## config.mk

```make
export PLATFORM = sky130hd
export DESIGN_NAME = scale_up
export DESIGN_NICKNAME = d
export VERILOG_FILES = /design/src/rtl/scale_pkg.sv /design/src/rtl/scale_line_buf.sv /design/src/rtl/scale_up.sv
export SDC_FILE = /design/constraint.sdc
export NUM_CORES = 1
export LEC_CHECK = 0
export BUFFER_PORTS_ARGS = -buffer_cell sky130_fd_sc_hd__buf_2
export CORE_MARGIN = 10
export CORE_UTILIZATION = 30
export CTS_BUF_LIST = sky130_fd_sc_hd__clkbuf_16
export CTS_CLUSTER_DIAMETER = 200
export CTS_CLUSTER_SIZE = 30
export DETAILED_ROUTE_END_ITERATION = 8
export PLACE_DENSITY = 0.51
export SLEW_MARGIN = 20
export SYNTH_ARGS = -nofsm -noshare
export SYNTH_HDL_FRONTEND = slang
export SYNTH_SLANG_ARGS = --single-unit
```

## constraint.sdc

```tcl
create_clock -name clk -period 3.15 [get_ports clk]
set_clock_uncertainty 0.2 [all_clocks]
set_input_delay 0.63 -clock clk [delete_from_list [all_inputs] [get_ports clk]]
set_output_delay 0.63 -clock clk [all_outputs]
set_load 0.02 [all_outputs]
```

## src/rtl/scale_pkg.sv

```systemverilog
// scale_pkg: shared constants, state encoding and width helper for the
// 2x nearest-neighbour upscaler (scale_up) and its line buffer.
package scale_pkg;

    localparam int IMG_IN_W = 64;   // source image width in pixels
    localparam int IMG_IN_H = 64;   // source image height in rows
    localparam int PIX_W    = 8;    // pixel width in bits

    // Counter/address width for a range of n values, never narrower than 1 bit.
    function automatic int cnt_w(input int n);
        return (n > 1) ? $clog2(n) : 1;
    endfunction

    // Line-buffer address width for the default source width.
    localparam int IMG_COL_AW = cnt_w(IMG_IN_W);

    typedef enum logic [1:0] {
        FETCH,
        REPLAY,
        DONE
    } state_t;

endpackage

```

## src/rtl/scale_line_buf.sv

```systemverilog
// scale_line_buf: one source line of pixels.
// One synchronous write port and one asynchronous read port, so a write and
// a read can both happen in the same cycle.
//   clk   : clock
//   we    : write enable
//   waddr : write address (source column)
//   wdata : pixel to store
//   raddr : read address (source column)
//   rdata : pixel at raddr (combinational)
module scale_line_buf
    import scale_pkg::*;
#(
    parameter int DEPTH = IMG_IN_W,
    parameter int DW    = PIX_W,
    parameter int AW    = IMG_COL_AW
) (
    input  logic          clk,
    input  logic          we,
    input  logic [AW-1:0] waddr,
    input  logic [DW-1:0] wdata,
    input  logic [AW-1:0] raddr,
    output logic [DW-1:0] rdata
);

    logic [DW-1:0] mem [DEPTH];

    always_ff @(posedge clk) begin
        if (we) begin
            mem[waddr] <= wdata;
        end
    end

    assign rdata = mem[raddr];

endmodule

```

## src/rtl/scale_up.sv

```systemverilog
// scale_up: 2x nearest-neighbour upscaler. Pulls an IN_W x IN_H image in
// raster order through ask/in and emits a 2*IN_W x 2*IN_H image on out.
// Each output row pair is a FETCH pass (every source pixel shown twice as it
// arrives, and stored) followed by a REPLAY pass from the line buffer.
//   clk     : clock, rising edge
//   reset   : asynchronous, active-low
//   in      : source pixel, valid the cycle after ask
//   out     : output pixel, valid while display=1
//   display : out holds an output pixel this cycle
//   ask     : request for the next source pixel
//   done    : whole frame emitted (sticky until reset)
module scale_up
    import scale_pkg::*;
#(
    parameter int IN_W = IMG_IN_W,
    parameter int IN_H = IMG_IN_H,
    parameter int DW   = PIX_W
) (
    input  logic          clk,
    input  logic          reset,
    input  logic [DW-1:0] in,
    output logic [DW-1:0] out,
    output logic          display,
    output logic          ask,
    output logic          done
);

    localparam int AW    = cnt_w(IN_W);
    localparam int COL_W = AW + 1;          // 2*IN_W output slots per pass
    localparam int ROW_W = cnt_w(IN_H);
    localparam logic [COL_W-1:0] COL_LAST = COL_W'(2 * IN_W - 1);
    localparam logic [ROW_W-1:0] ROW_LAST = ROW_W'(IN_H - 1);

    state_t           state, state_nxt;
    logic [COL_W-1:0] col, col_nxt;
    logic [ROW_W-1:0] row, row_nxt;
    logic             ask_nxt;

    // Control stage delayed by two cycles so that it lines up with the
    // pixel that arrives one cycle after the registered ask.
    logic             vld_p1, fetch_p1, fin_p1;
    logic [COL_W-1:0] col_p1;
    logic             vld_p2, fetch_p2, fin_p2;
    logic [COL_W-1:0] col_p2;

    logic             lb_we;
    logic [DW-1:0]    lb_rdata;

    always_comb begin
        state_nxt = state;
        col_nxt   = col;
        row_nxt   = row;
        ask_nxt   = 1'b0;
        case (state)
            FETCH: begin
                ask_nxt = ~col[0];
                col_nxt = (col == COL_LAST) ? '0 : col + 1'b1;
                if (col == COL_LAST) begin
                    state_nxt = REPLAY;
                end
            end
            REPLAY: begin
                col_nxt = (col == COL_LAST) ? '0 : col + 1'b1;
                if (col == COL_LAST) begin
                    if (row == ROW_LAST) begin
                        state_nxt = DONE;
                    end else begin
                        row_nxt   = row + 1'b1;
                        state_nxt = FETCH;
                    end
                end
            end
            default: ;
        endcase
    end

    always_ff @(posedge clk or negedge reset) begin
        if (!reset) begin
            state <= FETCH;
            col   <= '0;
            row   <= '0;
            ask   <= 1'b0;
        end else begin
            state <= state_nxt;
            col   <= col_nxt;
            row   <= row_nxt;
            ask   <= ask_nxt;
        end
    end

    // ---- stage p1: control of the current slot ----
    always_ff @(posedge clk or negedge reset) begin
        if (!reset) begin
            vld_p1   <= 1'b0;
            fetch_p1 <= 1'b0;
            fin_p1   <= 1'b0;
            col_p1   <= '0;
        end else begin
            vld_p1   <= (state != DONE);
            fetch_p1 <= (state == FETCH);
            fin_p1   <= (state == DONE);
            col_p1   <= col;
        end
    end

    // ---- stage p2: source pixel for even FETCH slots is on `in` now ----
    always_ff @(posedge clk or negedge reset) begin
        if (!reset) begin
            vld_p2   <= 1'b0;
            fetch_p2 <= 1'b0;
            fin_p2   <= 1'b0;
            col_p2   <= '0;
        end else begin
            vld_p2   <= vld_p1;
            fetch_p2 <= fetch_p1;
            fin_p2   <= fin_p1;
            col_p2   <= col_p1;
        end
    end

    assign lb_we = vld_p2 & fetch_p2 & ~col_p2[0];

    scale_line_buf #(
        .DEPTH (IN_W),
        .DW    (DW),
        .AW    (AW)
    ) u_line_buf (
        .clk   (clk),
        .we    (lb_we),
        .waddr (col_p2[COL_W-1:1]),
        .wdata (in),
        .raddr (col_p2[COL_W-1:1]),
        .rdata (lb_rdata)
    );

    // ---- output stage: odd FETCH slots repeat the pixel already on out ----
    always_ff @(posedge clk or negedge reset) begin
        if (!reset) begin
            out     <= '0;
            display <= 1'b0;
            done    <= 1'b0;
        end else begin
            display <= vld_p2;
            done    <= fin_p2;
            if (vld_p2) begin
                if (!fetch_p2) begin
                    out <= lb_rdata;
                end else if (!col_p2[0]) begin
                    out <= in;
                end
            end
        end
    end

endmodule

```

# Yosys cells after proc, flatten, opt, wreduce, memory -nomap -nowiden
# Memory sizes are Yosys's and may differ from the RTL's. A register that Yosys moved wholly into a read port is not among the register bits.
# Index checks and enable logic that the tools add are counted.
# op_classes
eq_ne	8
muxes	8
add_sub_neg	2
n_reduce_logical	7
bitwise	5
# op_table
op	count
$ne A2 B2 Y1 const B	4
$add A7 B1 Y7 const B	1
$eq A7 B7 Y1 const B	1
$mux W7	1
$add A6 B1 Y6 const B	1
$eq A6 B6 Y1 const B	1
$mux W2	3
$reduce_and A3 Y1	2
$pmux W2 S2	1
$mux W1	3
$not A1 Y1	3
$and A1 B1 Y1	2
$eq A2 B1 Y1 const B	1
$eq A2 B2 Y1 const B	1
$logic_not A2 Y1	1
$reduce_and A2 Y1	1
$reduce_bool A2 Y1	1
$reduce_or A2 Y1	1
$logic_not A1 Y1	1
# word_totals
ff_bits	38
n_memories	1
elab_cells	45
output_inout_bits	11
mem_bits_rw	512
inputBits	10
# mem_list
name	depth	width	rd	rd_ports_with_merged_regs	write_ports	line_no	rtl
u_line_buf.mem	64	8	1	1	1	scale_line_buf.sv:25	logic [DW-1:0] mem [DEPTH];

# Depth between registers and ports, before layout
# logic_depth
depth_word	4
ltp_mapped	10
depth_no_buf	6

# Cells and area by module
# A second synthesis with hierarchy kept.
# unflattened
cells_unflattened	1060
hier_area_um2	21683.3
# by_module_without_submodules
mod	seq_area_each_um2	n_inst	cells_each	area_per_inst_um2
scale_line_buf	15374.7	1	932	20006.7
scale_up	1151.1	1	128	1676.6

# Least setup slack after synthesis
# No wires, ideal clock.
# synth_timing
kind	register to register
startpoint	register col_p2[3]
endpoint	memory u_line_buf.mem[16][0] (netlist name), enable pin
setup_time_ns	0.370
stages_incl_launch_ff	9
period_less_slack_ns	2.516
required_time_ns	2.580
arrival_time_ns	1.945
path_slack_ns	0.634
n_path_buf	5
path_cell_list	dfrtp_1 > buf_6 > buf_6 > buf_6 > buf_4 > buf_2 > nor3_2 > nand2_1 > nor2_1
# synth_lines
element	line_no	rtl
start: declaration	scale_up.sv:44	logic [COL_W-1:0] col_p2;
start signal: assignment	scale_up.sv:117	col_p2 <= col_p1;
end: declaration	scale_line_buf.sv:25	
# Straight into the memory's write port.

==> impl_metrics.tcl <==
set metrics [dict create \
    met2_usage 0.223 \
    use_met3 0.0194 \
    grt-ovfl-total 0 \
    drc 0 \
    synth_fa_ha_area_frac 0.00115 \
    n_antenna_cell 0 \
    first_global_vias 12064 \
    numClockSinks 558 \
    dpl_cell_area_um2 23800 \
    synthMuxAreaShare 0.0962 \
    whs_path_depth 0 \
    cts_buffers 22 \
    synth_edf_count 512 \
    die_h_um 290 \
    first_pass_iters 5 \
    status "finished, final reports clean" \
    drive_gt1_frac 0.213 \
    worstPathMaxFanout 18 \
    yosys.area_share.simple 0.0391 \
    relSlewSlack 0.248 \
    synth-seq-area-share 0.758 \
    core_um2 71700 \
    synthXorXnorAreaFrac 0.00402 \
    r2r-end "out[7]" \
    setup.worst_path.class "flop to flop" \
    clk-insertion-delay-late_ns 0.59 \
    syn_inst 1224 \
    timing.final.crit_share 0.997 \
    antenna_found_initial 0 \
    hold_viol_final 0 \
    drt-total-wl_mm 62.6 \
    drt_iter0_drc 1416 \
    min-delay-path-class "flop to flop" \
    synth-seq-cells 558 \
    area_delta_synth_final_pct 12.2 \
    top_usage_layer "met2" \
    post-route-util 0.341 \
    vias_per_cell 5.27 \
    place.gp.congestion 0.837 \
    power.leakage_uw 0.00822 \
    r2r_cells 7 \
    synth_top_family_by_area "multiplexers" \
    cp-end-kind "flop" \
    ios 21 \
    synthesis.area_um2 21800 \
    cp-start-kind "flop" \
    ir_worst_vdd_mv 0.354 \
    synth_nets 1236 \
    drv_slew 0 \
    setup_tns_ns 0 \
    rsz0062_at_grt "false" \
    grt_max_degree 61 \
    finalCriticalPeriod_ns 3.14 \
    design.final.nets 1346 \
    fillers 6812 \
    cts_tree "built" \
    dieArea_um2 83900 \
    r2r_start "col_p2[1]" \
    ant_nets 0 \
    die_width_um 290 \
    gr-usage-met1 0.219 \
    yosys_warnings 0 \
    numPortBuffers 20 \
    required_ns 3.48 \
    maxCapViolCount 0 \
    min_to "col_p2[6]" \
    cts_max_level 1 \
    start_util 0.304 \
    root_buffer "clkbuf_16" \
    post_drt_wl_per_cell_um 27.2 \
    final_cell_area_um2 24500 \
    synth_compound_area_frac 0.0793 \
    async_flop_share 0.0824 \
    power_density_nw_per_um2 485 \
    setup_viol 0 \
    cts_setup_buffers 0 \
    hpwl_mm 40.4 \
    tightest_slew_ns 1.13 \
    ctsResizeCount 0 \
    rrSetupSlack_ns 0.008 \
    cts_buffer_depth 3 \
    track_usage 0.147 \
    vias 12123 \
    grt_pass1_wl_mm 90.2 \
    fmax_mhz 318 \
    critPathArrivalTime_ns 3.48 \
    clk_pin_slew_ns 0.12 \
    ys_types 69 \
    rows 98 \
    avgSynthCellArea_um2 17.8 \
    min_from "col_p1[6]" \
    synth-main-ff-cell "edfxtp_1" \
]
## routing by layer
metal  vias up  share of wire  routed length (µm)
met4         0          0.024                1520
li1       5129              -                   -
met5         -              0                   0
met1      6410           0.46               28900
met2       521           0.45               28000
met3        63          0.067                4180
## cell type report
class                           instances  area [µm²]  area share
Clock buffer                           23         576      0.0235
Clock inverter                         17        76.3     0.00312
Inverter                                6        22.5    0.000920
Multi-Input combinational cell        584        4800       0.196
Sequential cell                       558       16500       0.676
Tap cell                              950        1190      0.0486
Timing Repair Buffer                  162        1270      0.0519
## timing repair
item,4_1_cts,5_1_grt
hold buffers,1,0
hold endpoints to repair,25,0
endpoints found under the setup margin,0,0
## placed cells by master, fill, tap and decap left out, types with 23 or more instances in the layout
cell type / instances
buf_4: 133
o21ai_0: 28
a221oi_1: 52
o22ai_1: 25
clkbuf_16: 23
mux2_2: 39
nand2_1: 37
mux4_2: 40
edfxtp_1: 512
nor2_1: 87
dfrtp_1: 43
mux2i_1: 64
a22oi_1: 45
## flip-flops by register name, indices dropped and copies added, names as in the netlist
| signal | count |
|---|---|
| display | 1 |
| state | 2 |
| row | 6 |
| fetch_p2 | 1 |
| col_p1 | 7 |
| done | 1 |
| fetch_p1 | 1 |
| vld_p2 | 1 |
| col | 7 |
| u_line_buf.mem | 512 |
| fin_p1 | 1 |
| col_p2 | 7 |
| out | 8 |
| vld_p1 | 1 |
| fin_p2 | 1 |
| ask | 1 |
## worst max-delay path by stage
stage,startpoint,slack [ns],to
6_report,col_p2[1],0.008,out[7]
3_5_place_dp,col_p2[1],0.18,out[7]
3_3_place_gp,col_p2[3],0.21,u_line_buf.mem[63][0]
5_1_grt,col_p2[1],0.003,out[7]
4_1_cts,col_p2[1],0.14,out[7]
2_1_floorplan,col_p2[3],0.63,u_line_buf.mem[16][0]
## synth_stat cells, types with 3 or more instances
cell         n  area share
a22o_1       5      0.0020
nor3_1       6      0.0014
mux2_1       5      0.0026
xor2_1       4      0.0016
a21oi_1     21      0.0048
mux4_2      40       0.041
buf_4        9      0.0031
o211ai_1     3      0.0010
inv_1        3     0.00052
a32oi_1      5      0.0020
o22a_1       4      0.0016
nor2_1      88       0.015
o2bb2ai_1    3      0.0012
a22oi_1     45       0.015
clkbuf_1    23      0.0040
and2_1       5      0.0014
dfrtp_1     46       0.053
a31oi_1     10      0.0029
mux2i_1     64       0.029
mux2_4       4      0.0028
buf_6       13      0.0067
xnor2_1      6      0.0024
nor2b_1      7      0.0020
mux2_2      39       0.020
and3_1       6      0.0017
nand2_1     37      0.0064
a221oi_2     4      0.0028
nand2b_1     5      0.0014
o21ai_0     28      0.0064
a221oi_1    52       0.021
buf_2       28      0.0064
o22ai_1     25      0.0072
nand4_1      4      0.0011
o31a_1       4      0.0016
edfxtp_1   512        0.71
o21ai_1      5      0.0011
nand3_1     14      0.0032
## where the power goes
| part | leakage, µW | internal (µW) | switching, µW |
|---|---|---|---|
| sequential | 0.00515 | 8080 | 13.3 |
| clock | 0.000376 | 1360 | 2200 |
| combinational | 0.00270 | 40.2 | 179 |
| total | 0.00822 | 9480 | 2390 |
## cell families after synthesis
kind of cell,after synthesis
flip-flops,558
AO/OA/AOI/OAI,233
AND/OR/NAND/NOR,187
multiplexers,152
buffers and inverters,82
XOR/XNOR,10
adder cells (fa/ha/maj),2
## stage by stage
stage / setup slack, ns / hold WS, ns / std cells / power (µW)
finish: 0.00818 / 0.151 / 2300 / 11900
global route: 0.00296 / 0.161 / 2300 / 12200
CTS: 0.141 / 0.155 / 2300 / 12000
detailed placement: 0.178 / 0.135 / 2259 / 8480
global placement: 0.214 / 0.136 / 2259 / 8480
floorplan: 0.634 / 0.131 / 1224 / 8280
## critical path, stage by stage, from the launching register on
cell and delay, ns:
dfrtp_4 0.65, nor2b_1 0.94, buf_4 0.34, a221o_1 0.20
o2bb2ai_1 0.24, a22oi_1 0.20, o2111ai_1 0.17, o31a_1 0.14
No activity file was read; power rests on OpenSTA's default activity.
